==> config.mk <==
export PLATFORM = sky130hd
export DESIGN_NAME = spi1_wb_target
export DESIGN_NICKNAME = d
export VERILOG_FILES = /design/src/rtl/spi1_wb_target.sv
export SDC_FILE = /design/constraint.sdc
export NUM_CORES = 1
export LEC_CHECK = 0
export ABC_AREA = 1
export CORE_ASPECT_RATIO = 0.75
export CORE_MARGIN = 5
export CORE_UTILIZATION = 40
export CTS_BUF_LIST = sky130_fd_sc_hd__clkbuf_4 sky130_fd_sc_hd__clkbuf_8
export CTS_CLUSTER_SIZE = 14
export DETAILED_ROUTE_END_ITERATION = 16
export PLACE_DENSITY = 0.63
export SYNTH_ARGS = -nofsm -noshare
export SYNTH_HDL_FRONTEND = slang
export SYNTH_SLANG_ARGS = --single-unit
==> constraint.sdc <==
create_clock -name clock_i -period 1.9 [get_ports clock_i]
set_input_delay 0.57 -clock clock_i [delete_from_list [all_inputs] [get_ports clock_i]]
set_output_delay 0.57 -clock clock_i [all_outputs]
set_load 0.02 [all_outputs]
==> src/rtl/spi1_wb_target.sv <==
// SPI mode-0 target that turns short command frames into single pipelined
// Wishbone cycles; POCI returns the data of the most recent completed read.
module spi1_wb_target #(
  parameter int unsigned WB_DATA_WIDTH = 8,
  parameter int unsigned WB_ADDR_WIDTH = 20
) (
  input  logic                     clock_i,
  input  logic                     reset_ni,
  input  logic                     spi_sck_i,
  input  logic                     spi_cs_ni,
  input  logic                     spi_pico_i,
  output logic                     spi_poci_o,
  output logic                     spi_stall_o,
  output logic [WB_ADDR_WIDTH-1:0] wb_adr_o,
  output logic [WB_DATA_WIDTH-1:0] wb_dat_o,
  input  logic [WB_DATA_WIDTH-1:0] wb_dat_i,
  output logic                     wb_we_o,
  output logic                     wb_cyc_o,
  output logic                     wb_stb_o,
  input  logic                     wb_ack_i,
  input  logic                     wb_stall_i
);

  localparam int unsigned AW = WB_ADDR_WIDTH;
  localparam int unsigned DW = WB_DATA_WIDTH;
  localparam int unsigned BW = 3;

  typedef enum logic [2:0] {
    IDLE, CMD, ADDR_HI, ADDR_LO, DATA, WB_REQ, WB_WAIT, DONE
  } state_t;

  state_t          state;
  logic            sck_meta, sck_sync, sck_prev;
  logic            cs_meta, cs_sync, cs_prev;
  logic            pico_meta, pico_sync;
  logic [BW-1:0]   bit_cnt;
  logic [6:0]      rx_shift;
  logic [DW-1:0]   tx_byte;
  logic [DW-1:0]   resp;
  logic [AW-1:0]   addr;
  logic [AW-1:0]   addr_stage;
  logic            we_q;

  logic            sck_rise_c, sck_fall_c, cs_fall_c, cs_rise_c;
  logic [7:0]      rx_next_c;
  logic            byte_done_c;

  // Two-flop synchronizers plus one history flop for edge detection
  always_ff @(posedge clock_i or negedge reset_ni) begin
    if (!reset_ni) begin
      sck_meta  <= 1'b0;
      sck_sync  <= 1'b0;
      sck_prev  <= 1'b0;
      cs_meta   <= 1'b1;
      cs_sync   <= 1'b1;
      cs_prev   <= 1'b1;
      pico_meta <= 1'b0;
      pico_sync <= 1'b0;
    end else begin
      sck_meta  <= spi_sck_i;
      sck_sync  <= sck_meta;
      sck_prev  <= sck_sync;
      cs_meta   <= spi_cs_ni;
      cs_sync   <= cs_meta;
      cs_prev   <= cs_sync;
      pico_meta <= spi_pico_i;
      pico_sync <= pico_meta;
    end
  end

  assign sck_rise_c  = sck_sync & ~sck_prev;
  assign sck_fall_c  = ~sck_sync & sck_prev;
  assign cs_fall_c   = ~cs_sync & cs_prev;
  assign cs_rise_c   = cs_sync & ~cs_prev;
  assign rx_next_c   = {rx_shift, pico_sync};
  assign byte_done_c = sck_rise_c & ~cs_sync & (bit_cnt == BW'(7));

  // Bit-level shifter; the response byte is snapshotted at each byte boundary
  always_ff @(posedge clock_i or negedge reset_ni) begin
    if (!reset_ni) begin
      bit_cnt    <= '0;
      rx_shift   <= '0;
      tx_byte    <= '0;
      spi_poci_o <= 1'b0;
    end else if (cs_fall_c) begin
      bit_cnt    <= '0;
      rx_shift   <= '0;
      tx_byte    <= resp;
      spi_poci_o <= resp[DW-1];
    end else if (cs_sync) begin
      bit_cnt    <= '0;
    end else begin
      if (sck_rise_c) begin
        rx_shift <= rx_next_c[6:0];
        bit_cnt  <= bit_cnt + BW'(1);
      end
      if (sck_fall_c) begin
        if (bit_cnt == '0) begin
          tx_byte    <= resp;
          spi_poci_o <= resp[DW-1];
        end else begin
          spi_poci_o <= tx_byte[BW'(7) - bit_cnt];
        end
      end
    end
  end

  // Frame decoder and Wishbone master
  always_ff @(posedge clock_i or negedge reset_ni) begin
    if (!reset_ni) begin
      state       <= IDLE;
      addr        <= '0;
      addr_stage  <= '0;
      we_q        <= 1'b0;
      resp        <= '0;
      spi_stall_o <= 1'b0;
      wb_adr_o    <= '0;
      wb_dat_o    <= '0;
      wb_we_o     <= 1'b0;
      wb_cyc_o    <= 1'b0;
      wb_stb_o    <= 1'b0;
    end else begin
      case (state)
        IDLE: begin
          if (cs_fall_c) begin
            state       <= CMD;
            spi_stall_o <= 1'b1;
          end
        end
        CMD: begin
          if (cs_rise_c) begin
            state       <= IDLE;
            spi_stall_o <= 1'b0;
          end else if (byte_done_c) begin
            we_q <= rx_next_c[7];
            if (rx_next_c[6]) begin
              addr_stage[19:16] <= rx_next_c[3:0];
              state             <= ADDR_HI;
            end else if (rx_next_c[7]) begin
              addr_stage <= addr;
              state      <= DATA;
            end else begin
              wb_adr_o <= addr;
              wb_we_o  <= 1'b0;
              wb_cyc_o <= 1'b1;
              wb_stb_o <= 1'b1;
              state    <= WB_REQ;
            end
          end
        end
        ADDR_HI: begin
          if (cs_rise_c) begin
            state       <= IDLE;
            spi_stall_o <= 1'b0;
          end else if (byte_done_c) begin
            addr_stage[15:8] <= rx_next_c;
            state            <= ADDR_LO;
          end
        end
        ADDR_LO: begin
          if (cs_rise_c) begin
            state       <= IDLE;
            spi_stall_o <= 1'b0;
          end else if (byte_done_c) begin
            if (we_q) begin
              addr_stage[7:0] <= rx_next_c;
              state           <= DATA;
            end else begin
              addr     <= {addr_stage[19:8], rx_next_c};
              wb_adr_o <= {addr_stage[19:8], rx_next_c};
              wb_we_o  <= 1'b0;
              wb_cyc_o <= 1'b1;
              wb_stb_o <= 1'b1;
              state    <= WB_REQ;
            end
          end
        end
        DATA: begin
          if (cs_rise_c) begin
            state       <= IDLE;
            spi_stall_o <= 1'b0;
          end else if (byte_done_c) begin
            addr     <= addr_stage;
            wb_adr_o <= addr_stage;
            wb_dat_o <= rx_next_c;
            wb_we_o  <= 1'b1;
            wb_cyc_o <= 1'b1;
            wb_stb_o <= 1'b1;
            state    <= WB_REQ;
          end
        end
        WB_REQ: begin
          if (!wb_stall_i) begin
            wb_stb_o <= 1'b0;
            state    <= WB_WAIT;
          end
        end
        WB_WAIT: begin
          // CS may already be high here; the cycle still completes
          if (wb_ack_i) begin
            if (!wb_we_o) resp <= wb_dat_i;
            addr        <= addr + AW'(1);
            wb_cyc_o    <= 1'b0;
            wb_we_o     <= 1'b0;
            spi_stall_o <= 1'b0;
            state       <= DONE;
          end
        end
        DONE: begin
          if (cs_sync) state <= IDLE;
        end
        default: state <= IDLE;
      endcase
    end
  end

endmodule

### After elaboration in Yosys (flattened, before gate mapping)

Index checks and enable logic that the tools add are counted.

* add/sub/neg operators: 3
* $mul: 0
* div/mod/pow operators: 0
* order comparisons: 1
* equal/unequal tests: 31
* shift operators: 0
* muxes and demuxes: 80
* bitwise gates (word level): 12
* reductions and logical operators: 30

Operators with widths (count)
* $mux W20: 11
* $pmux W20 S3: 2
* $mux W8: 9
* $mux W16: 3
* $mux W3: 16
* $ne A2 B2 Y1 const B: 17
* $pmux W8 S2: 2
* $mux W1: 27
* $pmux W3 S8: 1
* $reduce_and A11 Y1: 2
* $mux W7: 3
* $add A20 B1 Y20 const B: 1
* $reduce_and A8 Y1: 2
* $eq A3 B3 Y1 const B: 5
* $reduce_and A7 Y1: 2
* $ne A3 B3 Y1 const B: 4
* $pmux W1 S4: 3
* $reduce_and A3 Y1: 4
* $reduce_bool A2 Y1: 6
* $reduce_bool A3 Y1: 4
* $reduce_and A10 Y1: 1
* $reduce_and A4 Y1: 2
* $reduce_bool A4 Y1: 2
* $and A1 B1 Y1: 6
* other kinds (13): 22

* register bits after elaboration: 111
* latch bits: 0
* bits in writable memories: 0
* memory bits (read-only): 0
* output and inout bits: 33
* word-level logic and storage cells: 182
* memories: 0

### Logic depth before layout (Yosys ltp)

Gate-level depths: netlist of run 1.

* word-level depth: 7
* gate-level depth with buffers: 12
* mapped depth without buffers: 11

### Worst setup path after synthesis of run 1

Ideal clock, no wire load.

* path kind: register to register
* from: register bit_cnt[1]
* to: register addr_stage[3]
* library setup time: 123 ps
* arrival: 1497 ps
* data required time: 1777 ps
* slack: 280 ps
* stages on the path, launching flop included: 9
* buffers on the path: 0
* clock period less this slack: 1620 ps
* cells stage by stage: dfrtp_1 ha_1 ha_1 nand4_4 inv_1 a21oi_2 nor2_4 nand2_1 nand2_1

* word-level cells in the longest chain between the ends: 4

Ends and longest elaborated chain
* start: declaration: line 36 `logic [BW-1:0] bit_cnt;`
* start signal: assignment: line 95 `bit_cnt <= bit_cnt + BW'(1);`
* $eq A3 B3 Y1 (*): line 76 `assign byte_done_c = sck_rise_c & ~cs_sync & (bit_cnt == BW'(7));`
* $and A1 B1 Y1 (*): line 76
* $ne A2 B2 Y1 (no source line)
* $reduce_and A8 Y1 (no source line) (*)
* end signal: assignment: line 140 `addr_stage <= addr;`
* end signal: assignment: line 166 `addr_stage[7:0] <= rx_next_c;`
* end: declaration: line 41 `logic [AW-1:0] addr_stage;`

Every way passes the cells marked *; elsewhere a longest branch is shown, timed or not.
A chain may end at the register's enable or synchronous reset.

### Worst setup path after layout of run 1

* from: register state[1]
* to: register addr[15]

* word-level cells in the longest chain between the ends: 3

Ends and longest elaborated chain
* start: declaration: line 32 `state_t state;`
* start signal: assignment: line 111 `state <= IDLE;`
* start signal: assignment: line 126 `state <= CMD;`
* start signal: assignment: line 132 `state <= IDLE;`
* $eq A3 B2 Y1 or $eq A3 B3 Y1 (tied branches): line 123 `case (state)`
* $ne A2 B2 Y1 (no source line) or $reduce_bool A3 Y1 (tied branches)
* $reduce_and A7 Y1 (no source line)
* end signal: assignment: line 169 `addr <= {addr_stage[19:8], rx_next_c};`
* end signal: assignment: line 183 `addr <= addr_stage;`
* end signal: assignment: line 202 `addr <= addr + AW'(1);`
* end: declaration: line 40 `logic [AW-1:0] addr;`

Several ways; a longest one is shown, not always the timed one.

==> reports/results.md, run 1 <==
Run status
- finished clean — status

Global route
- 18.5% — total global-route track usage
- 0 — number of antenna violations at the first check in global routing
- 43 — maximum number of pins on one net before global-route repair
- 4742 — via count of the first global-routing pass
- 0 — leftover overflow at the end of global routing
- 25500 µm — first-pass GRT wire length

Timing
- false — unrepaired setup endpoints after global routing
- 0.577 GHz — maximum clock frequency
- 0.107 ns — Worst Hold Margin
- 0 — final hold vios
- 0 — setup-violating endpoint count in the final report
- 1.73 ns — minimum clock period
- 0.427 ns — transition time at the pin with the least slew margin
- 91.2% — Period Utilization, post-route
- 0.0133 ns — Clock Skews
- 71.6% — Max-slew headroom
- 0 — count of final max-slew check failures

Place
- 0.902 — weighted congestion reported at the end of routability-driven placement
- 11700 µm — Final HPWL DP
- 47 — Buffers on Ports
- 1017 — cell total after placement

Floorplanning
- 41.0% — initial core utilization
- 0.0146 mm² — core region area
- 151 µm — die outline width
- 48 — # IOs
- 0.0175 mm² — die area
- 38 — cell row count
- 116 µm — die height

Routing
- 5148 — Via Count
- 0 — Final ANT Viol Nets
- 4.98 — via/cell ratio
- 5 — first-pass iteration count of the detailed router
- 372 — Starting DRT DRC Count
- 14.8 µm — detailed-route wire length per cell
- 15300 µm — Detailed Route WL
- 0 — count of unresolved DRC violations after routing

Worst setup path
- 0.54 ns — crit-path max cell delay
- simple AND/OR/NAND/NOR gates — Largest delay share family, worst path
- 10 — maximum fanout along the worst path
- reg -> reg — Crit Path Class
- 2.02 ns — arrival time at the worst endpoint
- 4 — number of buffers and inverters on the critical path
- flip-flop — category of the worst setup path capture point
- sky130_fd_sc_hd__nand2_1 — most repeated library cell on the critical path
- sky130_fd_sc_hd__dfrtp_1 — cell with the largest stage delay on the worst path
- nand2_4 > nor2_4 > inv_2 > nand2_4 > nand2_2 > inv_2 > nor2_4 > buf_4 > nand2_1 > nand2_1 > nand2_1 > inv_1 — worst path cell trace
- 2.19 ns — Worst Path Required
- flip-flop — startpoint type of the worst setup path

Yosys
- 767 — nets in the synthesized netlist
- 8.01 µm² — Mapped Avg Cell Area
- 748 — count of mapped cells out of synthesis
- 38 — library cells used by synthesis
- 46.4% — sequential area share after synthesis
- 0.00599 mm² — post-synth design cell area
- 0 — number of warnings reported in the yosys synthesis log
- 111 — Yosys reg bits

Power
- 7650 µW — overall power consumption
- 1070 mW/mm² — cell area power density
- 407 µV — Worst IR Drop VDD
- 0.00357 µW — static leakage

Layout
- 19.8% — layout-stage area growth over the synthesis result
- 0 — diodes inserted
- 18.2% — layout cell share with drive strength beyond 1
- sky130_fd_sc_hd__nand2_1 — commonest non-fill, non-tap cell in the layout
- 243 x sky130_fd_sc_hd__nand2_1, 106 x sky130_fd_sc_hd__dfrtp_1, 75 x sky130_fd_sc_hd__o21ai_0 — leading cell types in the layout, fill and taps excluded
- 0.00279 mm² — multi-input logic area
- 1465 — number of fill cells in the layout
- 1033 — non-filler cells, final
- 0.00278 mm² — combined flip-flop and latch cell area
- 847 — final net count

Hold path
- in -> async — Min-Delay Path Class

Flow run
- 0 — max cap viols

Clock network
- 2 — deepest clock path buffer count
- 9 — CTS buffer count
- 0.38 ns — source-to-sink clock delay at the later pin of the worst-skew pair
- 0.12 ns — clk slew on worst S/H paths
- yes — clock tree from TritonCTS
- 111 — # clock sinks
- sky130_fd_sc_hd__clkbuf_8 — clk root buf
- 3 — H-tree Lvls
- 0 — number of buffers inserted to repair setup after CTS

-- stage by stage --
step,util (%),TNS [ns],setup slack (ns),instance area [µm²]
CTS,49.1,0,0.0849,7160
floorplan,-,0,0.280,5990
global route,49.2,0,0.0190,7180
finish,49.2,0,0.167,7180
global placement,48.0,0,0.0371,7000
detailed placement,48.0,-0.0171,-0.0171,7000
-- logic make-up (layout without fill, tap and decap cells) --
group,count (synthesis),in the layout,synth area share [%]
XOR/XNOR,2,2,0.293
multiplexers,8,8,1.50
AND/OR/NAND/NOR,391,391,29.4
AO/OA/AOI/OAI,144,144,14.3
adder cells (fa/ha/maj),4,4,0.836
buffers and inverters,88,173,7.23
flip-flops,111,111,46.4
-- area by class of cell --
| class | instances | area share, % |
|---|---|---|
| timing repair buffer | 94 | 12.8 |
| inverter | 63 | 3.33 |
| multi-input combinational | 549 | 38.8 |
| tap | 200 | 3.49 |
| clock buffer | 9 | 1.73 |
| clock inverter | 7 | 1.05 |
| sequential | 111 | 38.8 |
-- repair_timing --
| action | 4_1_cts | 5_1_grt |
|---|---|---|
| pin swaps | 0 | 0 |
| setup endpoints to repair | 33 | 36 |
| gates resized for setup | 33 | 4 |
| hold buffers | 0 | 0 |
-- power by group --
| group | switching (µW) | internal [µW] | total [µW] |
|---|---|---|---|
| sequential | 359 | 2700 | 3050 |
| combinational | 1920 | 1250 | 3170 |
| clock | 907 | 519 | 1430 |
| total | 3190 | 4460 | 7650 |
-- final timing paths --
| path | startpoint | endpoint | slack (ns) | depth (start not counted) |
|---|---|---|---|---|
| max in group asynchronous | reset_ni | wb_adr_o[1] | 1.22 | 2 |
| max reg2reg | state[1] | addr[15] | 0.17 | 12 |
| min | reset_ni | resp[5] | 0.11 | 1 |
| max | state[1] | addr[15] | 0.17 | 12 |
| min in group clock_i | cs_meta | cs_sync | 0.36 | 0 |
| min reg2reg | cs_meta | cs_sync | 0.36 | 0 |
-- registers in the layout, indices dropped and copies added, names as in the netlist, 3 cells and up --
name        cells
tx_byte         8
wb_dat_o        8
addr           20
wb_adr_o       20
rx_shift        7
bit_cnt         3
addr_stage     20
resp            8
state           3
-- synth_stat cells --
master                       n  share of area, %
sky130_fd_sc_hd__nand2_1   243                15
sky130_fd_sc_hd__dfrtp_1   108                45
sky130_fd_sc_hd__o21ai_0    75               6.3
sky130_fd_sc_hd__inv_1      57               3.6
sky130_fd_sc_hd__nor2_1     52               3.3
sky130_fd_sc_hd__nand3_1    40               3.3
sky130_fd_sc_hd__o21ai_2    21               3.1
sky130_fd_sc_hd__nand2_2    17               1.8
sky130_fd_sc_hd__a21oi_1    16               1.3
sky130_fd_sc_hd__buf_6      11               2.1
sky130_fd_sc_hd__buf_2      10              0.84
sky130_fd_sc_hd__o21ai_1    10              0.84
sky130_fd_sc_hd__mux2_2      8               1.5
sky130_fd_sc_hd__nor2_2      7              0.73
sky130_fd_sc_hd__o22ai_1     7              0.73
sky130_fd_sc_hd__nand2_4     6               1.1
sky130_fd_sc_hd__nor3_1      6              0.50
sky130_fd_sc_hd__a31oi_1     5              0.52
sky130_fd_sc_hd__inv_2       5              0.31
sky130_fd_sc_hd__nand4_1     5              0.52
sky130_fd_sc_hd__nor2_4      5              0.94
sky130_fd_sc_hd__ha_1        4              0.84
sky130_fd_sc_hd__nand3_2     4              0.67
sky130_fd_sc_hd__o211ai_1    4              0.50
sky130_fd_sc_hd__a21oi_2     3              0.44
sky130_fd_sc_hd__dfstp_2     3               1.3
sky130_fd_sc_hd__clkbuf_1    2              0.13
sky130_fd_sc_hd__nor2_8      2              0.67
sky130_fd_sc_hd__or2_2       2              0.21
sky130_fd_sc_hd__xor2_1      2              0.29
sky130_fd_sc_hd__a21oi_4     1              0.27
sky130_fd_sc_hd__and3_1      1              0.10
sky130_fd_sc_hd__buf_4       1              0.13
sky130_fd_sc_hd__clkbuf_2    1             0.083
sky130_fd_sc_hd__inv_4       1              0.10
sky130_fd_sc_hd__nand4_4     1              0.36
sky130_fd_sc_hd__o221ai_1    1              0.15
sky130_fd_sc_hd__o31ai_1     1              0.13
-- layer usage --
layer | vias to the layer above | part of all wire [%] | global-route usage (%) | routed length (µm)
met4 | 0 | 0.93 | 3.68 | 143
met1 | 2389 | 52 | 29.8 | 8030
met2 | 160 | 38 | 24.5 | 5850
met5 | - | 0 | 0 | 0
li1 | 2584 | - | - | -
met3 | 15 | 8.5 | 4.96 | 1310
Note: power is estimated with default switching activity, not from simulation.
==> run 2, diff against run 1 <==
- ABC_AREA: 1 -> not set
- HOLD_SLACK_MARGIN: not set -> 0.03
- PLACE_DENSITY: 0.63 -> 0.64
==> run 2 against run 1 <==
The flow now finishes with violations (negative setup slack). Non-clock buffer count grew 24. Power grew 13%. Worst setup slack lost 0.18 ns. Cell count shrank 19%. Largest cell class is now flip-flops and latches. Register-to-register slack lost 0.18 ns. Via count shrank 6.5%. Sequential cell count is the same. Sequential power grew 6%. Critical path depth shrank 4. Die area shrank 5.6%. Worst hold slack lost 0.048 ns.
==> reports/results.md, run 2 <==
Routing
- 0 — Final ANT Viol Nets, unchanged
- 18.8 µm — detailed-route wire length per cell, +26%
- 0 — count of unresolved DRC violations after routing, unchanged
- 5 — first-pass iteration count of the detailed router, unchanged
- 5.78 — via/cell ratio, +16%
- 15600 µm — Detailed Route WL, +1.8%
- 4812 — Via Count, -6.5%
- 623 — Starting DRT DRC Count, +67%

Run status
- finished with violations — status
- negative setup slack — failing checks

Timing
- true — unrepaired setup endpoints after global routing
- -0.0112 ns — minimum setup slack in the final design, -0.178 ns
- 0 — count of final max-slew check failures, unchanged
- 0 — final hold vios, unchanged
- 0.0161 ns — Clock Skews, +0.00288 ns
- 68.9% — Max-slew headroom, -2.6 points
- 1 — setup-violating endpoint count in the final report, +1
- 0.0596 ns — Worst Hold Margin, -0.0478 ns
- 101% — Period Utilization, post-route, +9.4 points
- 0.523 GHz — maximum clock frequency, -9.3%
- -0.0112 ns — final sum of negative setup slack, -0.0112 ns
- 0.466 ns — transition time at the pin with the least slew margin, +0.0394 ns
- 1.91 ns — minimum clock period, +0.178 ns

Yosys
- 61 — library cells used by synthesis, +61%
- 0.00562 mm² — post-synth design cell area, -6.1%
- sky130_fd_sc_hd__dfrtp_1 48%, sky130_fd_sc_hd__mux2i_1 6.4%, sky130_fd_sc_hd__o21ai_0 5.0% — leading post-synthesis cells by cell area
- sky130_fd_sc_hd__dfrtp_1 — count leader, synth
- 48.1% — share of Yosys cell area claimed by the top area cell type, +2.9 points
- sky130_fd_sc_hd__dfrtp_1 — cell type with the largest total area after synthesis
- 9.90 µm² — Mapped Avg Cell Area, +24%
- 587 — nets in the synthesized netlist, -23%
- 108 x sky130_fd_sc_hd__dfrtp_1, 56 x sky130_fd_sc_hd__o21ai_0, 54 x sky130_fd_sc_hd__nand2_1 — top cell types by occurrence after synthesis
- sky130_fd_sc_hd__dfrtp_1 — most used flip-flop cell after synthesis
- 0 — number of warnings reported in the yosys synthesis log, unchanged
- 49.5% — sequential area share after synthesis, +3.0 points
- 111 — Yosys reg bits, unchanged
- 0 — number of synthesized flops with an enable pin, unchanged
- 568 — count of mapped cells out of synthesis, -24%
- 100% — share of synthesized flip-flops with an asynchronous set or reset, unchanged

Global route
- 0 — leftover overflow at the end of global routing, unchanged
- 40 — maximum number of pins on one net before global-route repair, -7.0%
- 0 — number of antenna violations at the first check in global routing, unchanged
- 24600 µm — first-pass GRT wire length, -3.4%
- 4643 — via count of the first global-routing pass, -2.1%
- 18.3% — total global-route track usage, -0.21 points

Worst setup path
- flip-flop — startpoint type of the worst setup path
- state[1] — Critical Path End
- bit_cnt[1] — launching element of the worst setup path
- state[1] — critical register-to-register path endpoint
- 2.20 ns — arrival time at the worst endpoint, +0.18 ns
- -0.01 ns — Worst R2R Setup Slack, -0.18 ns
- 8 — cell count of the worst reg-to-reg path, -4
- reg -> reg — Crit Path Class
- flip-flop — category of the worst setup path capture point
- 2.19 ns — Worst Path Required, about the same
- bit_cnt[1] — worst r2r src
- 4 — maximum fanout along the worst path, -6

Power
- 1220 mW/mm² — cell area power density, +14%
- 5120 µW — internal portion of total power, +15%
- 37.4% — part of the total power dissipated in sequential elements, -2.5 points
- 0.00323 µW — static leakage, -9.5%
- 3500 µW — net switching power, +9.6%
- 45.3% — Comb power frac, +3.9 points
- 17.3% — clock network power share, -1.3 points
- 412 µV — Worst IR Drop VDD, +1.4%
- 40.6% — proportion of total power due to net switching, -1.1 points

Place
- 10700 µm — Final HPWL DP, -9.1%
- 47 — Buffers on Ports, unchanged
- 0.917 — weighted congestion reported at the end of routability-driven placement, +1.7%

Hold path
- in -> async — Min-Delay Path Class

Layout
- 26.0% — layout-stage area growth over the synthesis result
- 0.00272 mm² — multi-input logic area, -2.6%
- sky130_fd_sc_hd__dfrtp_1 — commonest non-fill, non-tap cell in the layout
- 0 — diodes inserted, unchanged
- 671 — final net count, -21%
- 22.4% — layout cell share with drive strength beyond 1, +4.1 points
- 107 x sky130_fd_sc_hd__dfrtp_1, 60 x sky130_fd_sc_hd__buf_4, 52 x sky130_fd_sc_hd__nand2_1, 52 x sky130_fd_sc_hd__o21ai_0, 44 x sky130_fd_sc_hd__nor2_1 — leading cell types in the layout, fill and taps excluded
- 0.00278 mm² — combined flip-flop and latch cell area, about the same
- 1220 — number of fill cells in the layout, -17%
- addr x20, addr_stage x20, wb_adr_o x20 — largest registers

Flow run
- 0 — max cap viols, unchanged

Clock network
- 3 — H-tree Lvls, unchanged
- 0 — total of hold buffers inserted after clock tree synthesis, unchanged
- 2 — deepest clock path buffer count, unchanged
- sky130_fd_sc_hd__clkbuf_8 — clk root buf
- yes — clock tree from TritonCTS
- 9 — CTS buffer count, unchanged
- 0.13 ns — clk slew on worst S/H paths, about the same
- 111 — # clock sinks, unchanged
- 0.39 ns — source-to-sink clock delay at the later pin of the worst-skew pair, about the same

Floorplanning
- 37 — cell row count, -2.6%
- 0.0166 mm² — die area, -5.6%
- 147 µm — die outline width, -2.9%
- 48 — # IOs, unchanged
- 0.0137 mm² — core region area, -5.8%
- 40.9% — initial core utilization, -0.12 points
- 113 µm — die height, -2.8%

[run 2: changes by cell type after synthesis, sizes merged, moves of 15 or more]
cell    change
nand3      -35
mux2i      +36
a21oi      +17
clkbuf     +18
nor2       -21
nand2     -210
nor3       +15
o21ai      -39
inv        -51
mux2       +16
[run 2: per-layer routing]
layer / GRT usage [%] / wire [µm] / vias up
li1: - / - / 2222
met1: 27.6 / 7280 / 2324
met2: 26.2 / 6660 / 234
met3: 4.28 / 1380 / 32
met4: 5.34 / 284 / 0
met5: 0 / 0 / -
[run 2: how the worst min path moves through the flow]
stage	from	endpoint	slack, ns	cells after the start
3_3_place_gp	sck_meta	sck_sync	0.33	0
6_report	reset_ni	tx_byte[3]	0.06	1
2_1_floorplan	reset_ni	addr[0]	0.27	0
4_1_cts	reset_ni	tx_byte[1]	0.05	1
3_5_place_dp	pico_meta	pico_sync	0.34	0
5_1_grt	reset_ni	tx_byte[1]	0.05	1
[run 2: logic make-up (layout without fill, tap and decap cells)]
| kind of cell | after synthesis | count (layout) | share of synthesized area [%] |
|---|---|---|---|
| XOR/XNOR | 2 | 2 | 0.312 |
| flip-flops | 111 | 111 | 49.5 |
| adder cells (fa/ha/maj) | 4 | 4 | 0.890 |
| AO/OA/AOI/OAI | 161 | 161 | 17.6 |
| AND/OR/NAND/NOR | 171 | 171 | 15.1 |
| buffers and inverters | 57 | 146 | 4.58 |
| multiplexers | 62 | 62 | 12.0 |
[run 2: critical path, cell delays in order, from the launching register on]
cell and delay [ns]:
sky130_fd_sc_hd__dfrtp_1 0.39, sky130_fd_sc_hd__ha_2 0.20, sky130_fd_sc_hd__ha_4 0.15, sky130_fd_sc_hd__and4bb_4 0.31
sky130_fd_sc_hd__nor3_2 0.08, sky130_fd_sc_hd__buf_4 0.14, sky130_fd_sc_hd__nor3_1 0.18, sky130_fd_sc_hd__nor2_1 0.07
sky130_fd_sc_hd__o31ai_1 0.28
[run 2: final cells by class]
| cell class | instances | area share, % |
|---|---|---|
| clock buffers | 9 | 1.75 |
| flip-flops and latches | 111 | 39.3 |
| multi-input cells | 400 | 38.3 |
| clock inverters | 7 | 1.32 |
| repair buffers | 118 | 15.6 |
| inverters | 12 | 0.636 |
| well taps | 175 | 3.09 |
[run 2: through the flow]
step / worst slack (ns) / power (µW) / area [µm²] / instances / utilization [%]
after floorplan: -0.0128 / 5580 / 5620 / 568 / -
after global placement: -0.0198 / 6730 / 6650 / 806 / 48.3
after detailed placement: -0.0507 / 6840 / 6650 / 806 / 48.3
after CTS: -0.0120 / 8380 / 6910 / 823 / 50.3
after global routing: -0.0838 / 9090 / 7080 / 832 / 51.5
final: -0.0112 / 8610 / 7080 / 832 / 51.5
[run 2: timing repair]
action	CTS	global route
gates resized for setup	43	21
endpoints found under the setup margin	48	49
setup buffers	1	8
gates cloned	1	1
pin swaps	3	7
[run 2: power groups by stage]
stage                     clock [µW]  sequential [µW]  combinational, µW
final                           1490             3220               3900
after global routing            1620             3290               4180
after CTS                       1530             3220               3630
after detailed placement           0             3260               3580
after global placement             0             3240               3490
after floorplan                    0             3180               2390
==> run 3, diff against run 2 <==
- GPL_TIMING_DRIVEN: not set -> 0
- SLEW_MARGIN: not set -> 20
==> run 3 against run 2 <==
Worst setup slack got worse by 0.017 ns. The flow still finishes with violations (negative setup slack). Core utilization fell by 0.091 points. Wire length rose by 5.4%. Non-clock buffer count fell by 7. Via count rose by 0.94%.
==> reports/results.md, run 3 (synthesized netlist as in run 2, its figures left out) <==
Global route
- 4.36% — met3 track demand over resource in global routing, +0.080 points
- 30.5% — met1 capacity usage during global routing, +2.9 points
- 0 — number of antenna violations at the first check in global routing, unchanged
- 25800 µm — first-pass GRT wire length, +5.0%
- 0 — leftover overflow at the end of global routing, unchanged
- met1 — most utilized layer in the global route result
- 27.6% — met2 demand-to-capacity share in global routing, +1.4 points
- 4712 — via count of the first global-routing pass, +1.5%
- 19.7% — total global-route track usage, +1.4 points
- 59 — maximum number of pins on one net before global-route repair, +48%

Timing
- 101% — Period Utilization, post-route, +0.89 points
- 0.0999 ns — Worst Hold Margin, +0.0403 ns
- 50.2% — Max-slew headroom, -19 points
- 1 — setup-violating endpoint count in the final report, unchanged
- 0 — final hold vios, unchanged
- 0.519 GHz — maximum clock frequency, -0.87%
- true — unrepaired setup endpoints after global routing
- -0.0280 ns — minimum setup slack in the final design, -0.0168 ns
- 0.748 ns — transition time at the pin with the least slew margin, +0.282 ns
- 0 — count of final max-slew check failures, unchanged
- 1.93 ns — minimum clock period, +0.0168 ns
- 0.0135 ns — Clock Skews, -0.00263 ns

Routing
- 4857 — Via Count, +0.94%
- 0 — Final ANT Viol Nets, unchanged
- 16400 µm — Detailed Route WL, +5.4%
- 0 — count of unresolved DRC violations after routing, unchanged
- 5 — first-pass iteration count of the detailed router, unchanged
- 658 — Starting DRT DRC Count, +5.6%
- 19.9 µm — detailed-route wire length per cell, +6.0%
- 5.87 — via/cell ratio, +1.5%

Layout
- 104 x sky130_fd_sc_hd__dfrtp_1, 49 x sky130_fd_sc_hd__nand2_1, 49 x sky130_fd_sc_hd__o21ai_0 — leading cell types in the layout, fill and taps excluded
- sky130_fd_sc_hd__dfrtp_1 — commonest non-fill, non-tap cell in the layout
- 23.6% — layout cell share with drive strength beyond 1, +1.2 points
- 0.00285 mm² — multi-input logic area, +5.1%
- 666 — final net count, -0.75%
- 25.7% — layout-stage area growth over the synthesis result
- addr x20, addr_stage x20, wb_adr_o x20 — largest registers
- 0.00279 mm² — combined flip-flop and latch cell area, +0.13%
- 0 — diodes inserted, unchanged
- 1242 — number of fill cells in the layout, +1.8%

Power
- 0.00320 µW — static leakage, -1.0%
- 3550 µW — net switching power, +1.7%
- 37.3% — part of the total power dissipated in sequential elements, about the same
- 1240 mW/mm² — cell area power density, +2.0%
- 40.5% — proportion of total power due to net switching, -0.047 points
- 5210 µW — internal portion of total power, +1.9%
- 493 µV — Worst IR Drop VDD, +20%
- 19.3% — clock network power share, +2.0 points
- 8770 µW — overall power consumption, +1.8%
- 43.4% — Comb power frac, -1.9 points

Clock network
- yes — clock tree from TritonCTS
- 111 — # clock sinks, unchanged
- 0 — total of hold buffers inserted after clock tree synthesis, unchanged
- sky130_fd_sc_hd__clkbuf_8 — clk root buf
- 0.11 ns — clk slew on worst S/H paths, -0.02 ns
- 3 — H-tree Lvls, unchanged
- 0.42 ns — source-to-sink clock delay at the later pin of the worst-skew pair, +0.03 ns
- 9 — CTS buffer count, unchanged
- 2 — deepest clock path buffer count, unchanged

Flow run
- 0 — max cap viols, unchanged

Place
- 47 — Buffers on Ports, unchanged
- 11100 µm — Final HPWL DP, +4.1%
- 0.900 — weighted congestion reported at the end of routability-driven placement, -1.8%
- -0.528 ns — pre-CTS setup slack, -0.477 ns

Floorplanning
- 0.0166 mm² — die area, unchanged
- 113 µm — die height, unchanged
- 48 — # IOs, unchanged
- 147 µm — die outline width, unchanged
- 40.9% — initial core utilization, unchanged
- 37 — cell row count, unchanged
- 0.0137 mm² — core region area, unchanged

Worst setup path
- reg -> reg — Crit Path Class
- 5 — maximum fanout along the worst path, +1
- 2.21 ns — Worst Path Required, +0.02 ns
- 2.24 ns — arrival time at the worst endpoint, +0.04 ns
- flip-flop — category of the worst setup path capture point
- flip-flop — startpoint type of the worst setup path

Run status
- finished with violations — status
- negative setup slack — failing checks

Hold path
- in -> async — Min-Delay Path Class

[run 3: cell count changes in the layout (fill, tap and decap cells not counted), sizes merged]
| cell | before | now |
|---|---|---|
| buf | 71 | 43 |
| bufinv | 0 | 2 |
| clkbuf | 10 | 31 |
| clkinv | 3 | 2 |
| inv | 16 | 15 |
| nor2 | 45 | 46 |
| o21ai | 67 | 68 |
[run 3: area by class of cell]
| class | instances | area share, % |
|---|---|---|
| Multi-Input combinational cell | 402 | 40.3 |
| Sequential cell | 111 | 39.4 |
| Timing Repair Buffer | 70 | 8.99 |
| Buffer | 41 | 4.18 |
| Tap cell | 175 | 3.10 |
| Clock buffer | 9 | 1.75 |
| Clock inverter | 7 | 1.61 |
| Inverter | 12 | 0.637 |
[run 3: final timing paths]
path | startpoint | endpoint | slack (ns) | cells after the start
max in group asynchronous | reset_ni | cs_prev | 1.11 | 2
setup / recovery | bit_cnt[1] | state[2] | -0.03 | 7
setup reg to reg | bit_cnt[1] | state[2] | -0.03 | 7
min in group clock_i | pico_meta | pico_sync | 0.36 | 0
hold reg to reg | pico_meta | pico_sync | 0.36 | 0
hold / removal | reset_ni | state[1] | 0.1 | 1
[run 3: what timing repair did]
action	in CTS	in global routing
cloned	2	2
gates resized for setup	89	59
buffers inserted	9	11
pin swaps	6	7
endpoints found under the setup margin	112	71
[run 3: worst max-delay path, stage by stage (launching register included)]
cell and delay [ns]:
sky130_fd_sc_hd__dfrtp_1 0.41, sky130_fd_sc_hd__ha_4 0.16, sky130_fd_sc_hd__ha_4 0.15, sky130_fd_sc_hd__and4bb_4 0.34, sky130_fd_sc_hd__buf_4 0.15, sky130_fd_sc_hd__o32a_1 0.16
sky130_fd_sc_hd__o311ai_2 0.12, sky130_fd_sc_hd__o41ai_1 0.34
[run 3: metal layers]
layer / vias to the layer above / wire [µm]
met2: 226 / 6900
met4: 0 / 354
met1: 2385 / 7820
li1: 2216 / -
met3: 30 / 1360
met5: - / 0
[run 3: power groups by stage]
stage                     Combinational, µW  Clock, µW  Sequential (µW)
after CTS                              3510       1730             3240
after detailed placement               3290          0             3290
final                                  3800       1690             3270
after global placement                 3200          0             3260
after global routing                   4120       1800             3330
after floorplan                        2390          0             3180
[run 3: per-stage QoR]
step | TNS [ns] | utilization, % | area [µm²] | std cells
finish | -0.0280 | 51.4 | 7070 | 827
global route | -0.730 | 51.4 | 7070 | 827
CTS | -0.00150 | 49.5 | 6810 | 815
detailed placement | -20.80 | 46.1 | 6340 | 791
global placement | -453.62 | 45.9 | 6310 | 790
floorplan | -0.0840 | - | 5620 | 568
